[config.mk]
export PLATFORM = sky130hd
export DESIGN_NAME = wb_slave_pipelined_flat
export DESIGN_NICKNAME = d
export VERILOG_FILES = /design/src/rtl/wb_pkg.sv /design/src/rtl/wb_slave_pipelined_if.sv /design/src/rtl/wb_slave_ram.sv /design/src/rtl/wb_slave_pipelined.sv /design/src/flat_wrapper.sv
export SDC_FILE = /design/constraint.sdc
export NUM_CORES = 2
export LEC_CHECK = 0
export BUFFER_PORTS_ARGS = -buffer_cell sky130_fd_sc_hd__buf_2
export CELL_PAD_IN_SITES_DETAIL_PLACEMENT = 0
export CELL_PAD_IN_SITES_GLOBAL_PLACEMENT = 1
export CORE_MARGIN = 2
export CORE_UTILIZATION = 50
export CTS_CLUSTER_DIAMETER = 50
export DETAILED_ROUTE_END_ITERATION = 8
export PLACE_DENSITY_LB_ADDON = 0.1
export SYNTH_ARGS = -nofsm -noshare
export SYNTH_HDL_FRONTEND = slang
export SYNTH_SLANG_ARGS = --single-unit
[constraint.sdc]
create_clock -name clk -period 8.2 [get_ports clk]
set_input_delay 0.41 -clock clk [delete_from_list [all_inputs] [get_ports clk]]
set_output_delay 0.41 -clock clk [all_outputs]
set_load 0.01 [all_outputs]
[src/rtl/wb_pkg.sv]
// Shared Wishbone constants, bus word types and slave FSM state encoding.
// Imported by if_wb and by the pipelined slave and its RAM.
package wb_pkg;

  localparam int adr_width = 16;
  localparam int dat_width = 16;

  typedef logic [adr_width-1:0] adr_t;
  typedef logic [dat_width-1:0] dat_t;

  typedef enum logic [1:0] {
    ST_IDLE,
    ST_WAIT,
    ST_ACK
  } wb_state_e;

  // Width of the wait counter: ceil(log2(waitcycles+1)), never narrower than 1 bit.
  function automatic int cnt_width(input int waitcycles);
    return (waitcycles < 1) ? 1 : $clog2(waitcycles + 1);
  endfunction

endpackage

[src/rtl/wb_slave_pipelined_if.sv]
// Wishbone B4 pipelined bus bundle (if_wb) with master and slave views.
interface if_wb;
  import wb_pkg::*;

  logic cyc;
  logic stb;
  logic we;
  adr_t adr;
  dat_t dat_m;
  dat_t dat_s;
  logic ack;
  logic stall;

  modport master (output cyc, stb, we, adr, dat_m, input dat_s, ack, stall);
  modport slave  (input cyc, stb, we, adr, dat_m, output dat_s, ack, stall);

endinterface

[src/rtl/wb_slave_ram.sv]
// Single-port synchronous RAM: write on we_i, registered read on re_i.
// Contents and read register are deliberately not reset.
module wb_slave_ram
  import wb_pkg::*;
#(
  parameter int DEPTH  = 256,
  parameter int ADDR_W = $clog2(DEPTH)
) (
  input  logic              clk,
  input  logic              we_i,
  input  logic              re_i,
  input  logic [ADDR_W-1:0] addr_i,
  input  dat_t              wdata_i,
  output dat_t              rdata_o
);

  dat_t mem_q [DEPTH];
  dat_t rdata_q;

  always_ff @(posedge clk) begin
    if (we_i) begin
      mem_q[addr_i] <= wdata_i;
    end
    if (re_i) begin
      rdata_q <= mem_q[addr_i];
    end
  end

  assign rdata_o = rdata_q;

endmodule

[src/rtl/wb_slave_pipelined.sv]
// Wishbone B4 pipelined memory slave: one request in flight, waitcycles stall cycles per request.
// Define WB_SLAVE_ASSERT_EN to compile the protocol assertions.
module wb_slave_pipelined
  import wb_pkg::*;
#(
  parameter int waitcycles = 0,
  parameter int mem_depth  = 256
) (
  input logic clk,
  input logic rst,
  if_wb.slave wb
);

  localparam int CNT_W  = cnt_width(waitcycles);
  localparam int MEM_AW = $clog2(mem_depth);
  localparam logic [CNT_W-1:0] CNT_LOAD = CNT_W'((waitcycles > 0) ? (waitcycles - 1) : 0);

  wb_state_e        state_q, state_d;
  logic [CNT_W-1:0] cnt_q, cnt_d;
  logic             we_q, we_d;
  dat_t             dat_s_q, dat_s_d;
  dat_t             ram_rdata;
  logic             accept, ack, stall, rd_ack;
  logic             unused_adr_hi;

  assign stall  = (state_q == ST_WAIT);
  // Gating with cyc keeps ack low in a cycle where the master has abandoned the bus.
  assign ack    = (state_q == ST_ACK) && wb.cyc;
  assign rd_ack = ack && !we_q;
  assign accept = wb.cyc && wb.stb && !stall && !rst;

  assign unused_adr_hi = ^wb.adr[adr_width-1:MEM_AW];

  wb_slave_ram #(
    .DEPTH (mem_depth)
  ) u_ram (
    .clk     (clk),
    .we_i    (accept && wb.we),
    .re_i    (accept && !wb.we),
    .addr_i  (wb.adr[MEM_AW-1:0]),
    .wdata_i (wb.dat_m),
    .rdata_o (ram_rdata)
  );

  always_comb begin
    state_d = state_q;
    cnt_d   = cnt_q;
    we_d    = we_q;
    dat_s_d = dat_s_q;
    if (rd_ack) begin
      dat_s_d = ram_rdata;
    end
    if (!wb.cyc) begin
      state_d = ST_IDLE;
      cnt_d   = '0;
    end else begin
      case (state_q)
        ST_WAIT: begin
          if (cnt_q == '0) begin
            state_d = ST_ACK;
          end else begin
            cnt_d = cnt_q - 1'b1;
          end
        end
        default: state_d = ST_IDLE;
      endcase
      if (accept) begin
        we_d    = wb.we;
        cnt_d   = CNT_LOAD;
        state_d = (waitcycles == 0) ? ST_ACK : ST_WAIT;
      end
    end
  end

  always_ff @(posedge clk) begin
    if (rst) begin
      state_q <= ST_IDLE;
      cnt_q   <= '0;
      we_q    <= 1'b0;
      dat_s_q <= '0;
    end else begin
      state_q <= state_d;
      cnt_q   <= cnt_d;
      we_q    <= we_d;
      dat_s_q <= dat_s_d;
    end
  end

  // Read data is forwarded straight from the RAM register in the ack cycle, then held.
  assign wb.dat_s = rd_ack ? ram_rdata : dat_s_q;
  assign wb.ack   = ack;
  assign wb.stall = stall;

`ifdef WB_SLAVE_ASSERT_EN
  logic acc_seen_q;

  always_ff @(posedge clk) begin
    if (rst) begin
      acc_seen_q <= 1'b0;
    end else if (accept) begin
      acc_seen_q <= 1'b1;
    end else if (ack || !wb.cyc) begin
      acc_seen_q <= 1'b0;
    end
  end

  a_ack_cyc: assert property (@(posedge clk) disable iff (rst) ack |-> wb.cyc);
  a_ack_acc: assert property (@(posedge clk) disable iff (rst) ack |-> acc_seen_q);
  a_no_stall: assert property (@(posedge clk) disable iff (rst) (waitcycles == 0) |-> !stall);
  a_ack_gap: assert property (@(posedge clk) disable iff (rst) ((waitcycles > 0) && ack) |=> !ack);
  a_dat_known: assert property (@(posedge clk) disable iff (rst) rd_ack |-> !$isunknown(wb.dat_s));
`endif

endmodule

[src/flat_wrapper.sv]
// flat-port wrapper written by rule: the top's interface ports become plain ports
module wb_slave_pipelined_flat import wb_pkg::*;
#(
  parameter int waitcycles = 0,
  parameter int mem_depth  = 256
)
  (clk, rst, wb_cyc, wb_stb, wb_we, wb_adr, wb_dat_m, wb_dat_s, wb_ack, wb_stall);
  if_wb wb_i ();
  input logic clk;
  input logic rst;
  input wire logic [$bits(wb_i.cyc)-1:0] wb_cyc;
  input wire logic [$bits(wb_i.stb)-1:0] wb_stb;
  input wire logic [$bits(wb_i.we)-1:0] wb_we;
  input wire logic [$bits(wb_i.adr)-1:0] wb_adr;
  input wire logic [$bits(wb_i.dat_m)-1:0] wb_dat_m;
  output wire logic [$bits(wb_i.dat_s)-1:0] wb_dat_s;
  output wire logic [$bits(wb_i.ack)-1:0] wb_ack;
  output wire logic [$bits(wb_i.stall)-1:0] wb_stall;
  assign wb_i.cyc = wb_cyc;
  assign wb_i.stb = wb_stb;
  assign wb_i.we = wb_we;
  assign wb_i.adr = wb_adr;
  assign wb_i.dat_m = wb_dat_m;
  assign wb_dat_s = wb_i.dat_s;
  assign wb_ack = wb_i.ack;
  assign wb_stall = wb_i.stall;
  wb_slave_pipelined #(.waitcycles(waitcycles), .mem_depth(mem_depth)) u_core (.clk(clk), .rst(rst), .wb(wb_i));
endmodule
# [Yosys cells after proc, flatten, opt, wreduce, memory -nomap -nowiden]
# Memories as Yosys holds them, arrays and structs flattened. A register that Yosys moved wholly into a read port is not among the register bits.
# Cells that the tools add are included.
[totals] memories=1 input_bits=37 ram_bits=4096 ff_bits=18
[mem_list] memory="u_core.u_ram.mem_q" words=256 width=16 rd=1 rd_clocked_by_memory_dff=1 wr=1 line_no="wb_slave_ram.sv:17" rtl="dat_t mem_q [DEPTH];"
[classes] bitwise=1 n_reduce_logical=11 mux=4
[op_table] op="16-bit two-way mux" count=1
[op_table] op="1-bit logical AND" count=6
[op_table] op="1-bit zero test" count=3
[op_table] op="1-bit two-way mux" count=2
[op_table] op="2-bit two-way mux" count=1
[op_table] op="2-bit AND reduction" count=1
[op_table] op="2-bit OR reduction" count=1
[op_table] op="1-bit NOT" count=1

# [Logic depth before layout (Yosys ltp)]
[depth] ltp_word=5 ltp_mapped=8 depth_no_buf=5

# [By module]
# From an unflattened synthesis, not the netlist that was laid out.
[unflattened] cells_unflattened=6827 area_unflattened_um2=156637.7
[by_module_without_submodules] mod="wb_slave_ram" seq_area_each_um2=123478.4 area_per_inst_um2=155559.2 cells_per_inst=6727 instances=1
[by_module_without_submodules] mod="wb_slave_pipelined" seq_area_each_um2=360.3 area_per_inst_um2=1078.5 cells_per_inst=100 instances=1

# [Worst setup path after synthesis]
# OpenSTA, ideal clock, no wires.
[synth_timing] kind="input to register" start="input wb_adr[1]" end="memory u_core.u_ram.mem_q[102][0] in the netlist's numbering, enable pin" n_path_buf=4 required_ns=7.812 cell_stages=7 path_slack_ns=5.207 t_arrival_ns=2.604 cell_sequence="clkbuf_1 buf_2 buf_2 nor3b_1 nand2_1 clkbuf_1 nor2_1"
[synth_rtl] item="start, declared" line_no="flat_wrapper.sv:14" rtl="input wire logic [$bits(wb_i.adr)-1:0] wb_adr;"
[synth_rtl] item="end, declared" line_no="wb_slave_ram.sv:17"
# No word-level cell before the write port.

# [Final worst setup path]
[layout_timing] start="input rst" end="memory u_core.u_ram.mem_q[102][13] in the netlist's numbering, enable pin"
[layout_via] elab_chain_len=5
[layout_lines] item="start, declared" line_no="flat_wrapper.sv:10" rtl="input logic rst;"
[layout_lines] item="1-bit zero test" line_no="wb_slave_pipelined.sv:30" rtl="assign accept = wb.cyc && wb.stb && !stall && !rst;"
[layout_lines] item="1-bit logical AND" line_no="wb_slave_pipelined.sv:30"
[layout_lines] item="1-bit logical AND" line_no="wb_slave_pipelined.sv:38" rtl=".we_i (accept && wb.we),"
[layout_lines] item="1-bit two-way mux" line_no="wb_slave_ram.sv:21" rtl="if (we_i) begin"
[layout_lines] item="1-bit two-way mux (implied by the code)" line_no="wb_slave_ram.sv:22" rtl="mem_q[addr_i] <= wdata_i;"
# No other way between the ends.

==> qor.yml <==
vias_per_cell: 6.251
cp_common_cell: "buf_4"
cts_buffers: 457
clk_latency_ns: 0.98
critPathMaxStageDelay_ns: 0.72
dpl.hpwl_um: 225200
ys_seq_area_frac: 0.7942
status: "finished, final reports clean"
syn_area_per_cell_um2: 23.04
wire_per_inst_um: 34.31
reg2reg_from: "u_core.u_ram.mem_q[175][14]$_DFFE_PP_"
num_vias: 73564
drt-initial-drc-count: 8723
crit_path_end_kind: "register"
drv_cap: 0
start_util: 0.5012
worst-path-max-fanout: 19
synth_flop_cell: "edfxtp_1"
cp-start-kind: "primary input"
netlist-cell-type-count: 24
coreArea_um2: 311100
drcViolationCount: 0
yosys_warnings: 0
slowest_stage: "nand2_2"
finalSetupViolCount: 0
grt_pass1_wl_um: 565500
cp.depth: 9
synth_top_cell_area_share: 0.7918
synthArstFlopShare: 0
die_h_um: 562.5
synth-edff-count: 4112
seqCellArea_um2: 123800
ys_ff_latch: 4130
p_int_uw: 36610
period_share: 0.5052
dieArea_um2: 316400
drive_above_1_share: 0.2953
finalClockSkew_ns: 0.04691
tightest_slew_ns: 1.307
slew_headroom: 0.1175
antenna_left: 0
rsz0062_at_grt: "false"
multi_input_area_um2: 30840
power_frac_seq: 0.502
p_clk_frac: 0.457
clkTransAtPathRegs_ns: 0.06
crit_buf_inv: 4
crit_type: "primary input to register"
finalSetupTns_ns: 0
synth_nets: 6804
htreeDepth: 5
period_minus_slack_ns: 4.142
p_per_area_nw_per_um2: 258.2
crit_chain: "dlygate4sd3_1 > buf_2 > and3b_1 > nand2_1 > nor3b_1 > nand2_2 > buf_4 > nor2_1 > buf_4"
peakVddDrop_v: 0.0002074
io_pins: 55
p_leak_uw: 0.05541
clockBufferDepth: 4
r2r_end: "u_core.u_ram.rdata_o[14]$_DFFE_PP_"
worstHoldPathType: "primary input to register"
io_buffers: 45
drt-total-wl_um: 403800
worstHoldStart: "wb_dat_m[10]"
track_usage: 0.2547
r2r_cells: 5
syn_to_final_growth_pct: 14.90
synthMostInstantiatedCell: "edfxtp_1"
critPathTopFamily: "simple AND/OR/NAND/NOR gates"
critPathRequiredTime_ns: 8.83
whs_ns: 0.03752
finalWeightedCongestion: 0.7914
switching_share: 0.2087
grt_pass1_vias: 73926
yosys-top-cells-count: "edfxtp_1, mux4_2, a22oi_1, clkbuf_1, nor2_1"
cts.sinks: 4130
fillCellCount: 22574
core.rowCount: 205
cts_tree: "done"
cts_setup_buffers: 0
p_sw_uw: 9658
nets: 7262
crit_end: "u_core.u_ram.mem_q[102][13]$_DFFE_PP_"
yosysTopAreaCell: "edfxtp_1"
grt_overflow: 0
cp_data_arrival_time_ns: 4.77
drv_slew: 0
cp-startpoint: "rst"
netlist_instances: 6767
dr.pass1.iters: 5
grt_max_degree: 165
cts-root-buf: "clkbuf_16"
comb_power_share: 0.040
max_freq_mhz: 241.4
syn-cell-area_um2: 155900
synth_area_leaders: "edfxtp_1, mux4_2, a22oi_1"
rrSetupSlack_ns: 5.07
hold_violations: 0
die_w_um: 562.5
antenna_found_initial: 24
[worst reg2reg max path: stages (launching register included)]
cell and delay [ns]:
edfxtp_1 0.37, mux4_2 0.47, a22oi_1 0.34, a21oi_1 0.25, o41ai_1 1.21, nand4_1 0.18
[routing by layer]
layer,up-vias,share of wire,GRT usage
li1,30169,-,-
met1,40110,0.41,0.3713
met2,2802,0.48,0.4025
met3,469,0.076,0.04787
met4,14,0.024,0.06189
met5,-,0.00021,0
[layout make-up]
type / instances / share of cell area
timing repair buffer: 415 / 0.01978
tap: 4140 / 0.02891
multi-input combinational: 2221 / 0.1722
sequential: 4130 / 0.6912
clock inverter: 325 / 0.02185
clock buffer: 529 / 0.06602
antenna: 8 / 0.0001117
[what timing repair did]
item	in CTS	in global routing
resized for setup	0	0
endpoints found under the setup margin	0	0
hold buffers	17	0
hold endpoints to repair	352	0
[cell usage in the layout, fill, tap and decap left out, drive strengths merged]
master          n
and2            3
dfxtp          18
diode           8
nand2          32
or2             1
nand2b          3
and3b           1
edfxtp       4112
nor2b          22
conb            1
mux4         1024
nor3b           2
mux2           16
a22oi         512
buf           398
bufinv         76
nor3            2
clkinvlp       29
o41ai          64
a21oi         257
clkbuf        529
inv            22
nor2          259
clkinv        198
nand4          16
dlygate4sd3    17
and4            1
nand3           5
[how the worst min path moves through the flow]
| stage | end | slack, ns | cells past startpoint |
|---|---|---|---|
| after CTS | u_core.u_ram.mem_q[135][10]$_DFFE_PP_ | 0.002 | 1 |
| after global placement | u_core.we_q$_SDFFE_PP0P_ | 0.47 | 2 |
| after global routing | u_core.u_ram.mem_q[135][10]$_DFFE_PP_ | 0.04 | 1 |
| after detailed placement | u_core.we_q$_SDFFE_PP0P_ | 0.46 | 2 |
| final | u_core.u_ram.mem_q[135][10]$_DFFE_PP_ | 0.04 | 1 |
| after floorplan | u_core.we_q$_SDFFE_PP0P_ | 0.43 | 2 |
[per-stage QoR]
stage	setup slack, ns	power [uW]	area, um2	instances	util
after floorplan	5.207	24630	155900	6767	-
final	4.058	46270	179200	11768	0.5759
after global routing	3.968	47560	179200	11763	0.5758
after CTS	4.039	46610	179200	11760	0.5758
after global placement	3.083	25530	163200	10889	0.5247
after detailed placement	3.097	25560	163200	10889	0.5247
[state kept, by name, summed over array words and instances, names as in the netlist]
name	flops
u_core.dat_s_q	16
u_core.u_ram.mem_q	4096
u_core.state_q	1
u_core.we_q	1
u_core.u_ram.rdata_o	16
[kinds of logic (layout without fill, tap and decap cells)]
logic type | count (synthesis) | after routing | share of synthesized area
AO/OA/AOI/OAI | 833 | 833 | 0.03649
buffers and inverters | 416 | 1269 | 0.01103
flip-flops | 4130 | 4130 | 0.7942
multiplexers | 1040 | 1040 | 0.1490
other | 1 | 9 | 0.00002405
AND/OR/NAND/NOR | 347 | 347 | 0.009243
[power by group through the flow]
stage / Sequential [uW] / Combinational [uW] / Clock [uW]
2_1_floorplan: 23700 / 958 / 0
3_3_place_gp: 23700 / 1860 / 0
3_5_place_dp: 23700 / 1890 / 0
4_1_cts: 23200 / 1900 / 21500
5_1_grt: 23200 / 1980 / 22400
6_report: 23200 / 1870 / 21200
Note: power is estimated with default switching activity, not from simulation.
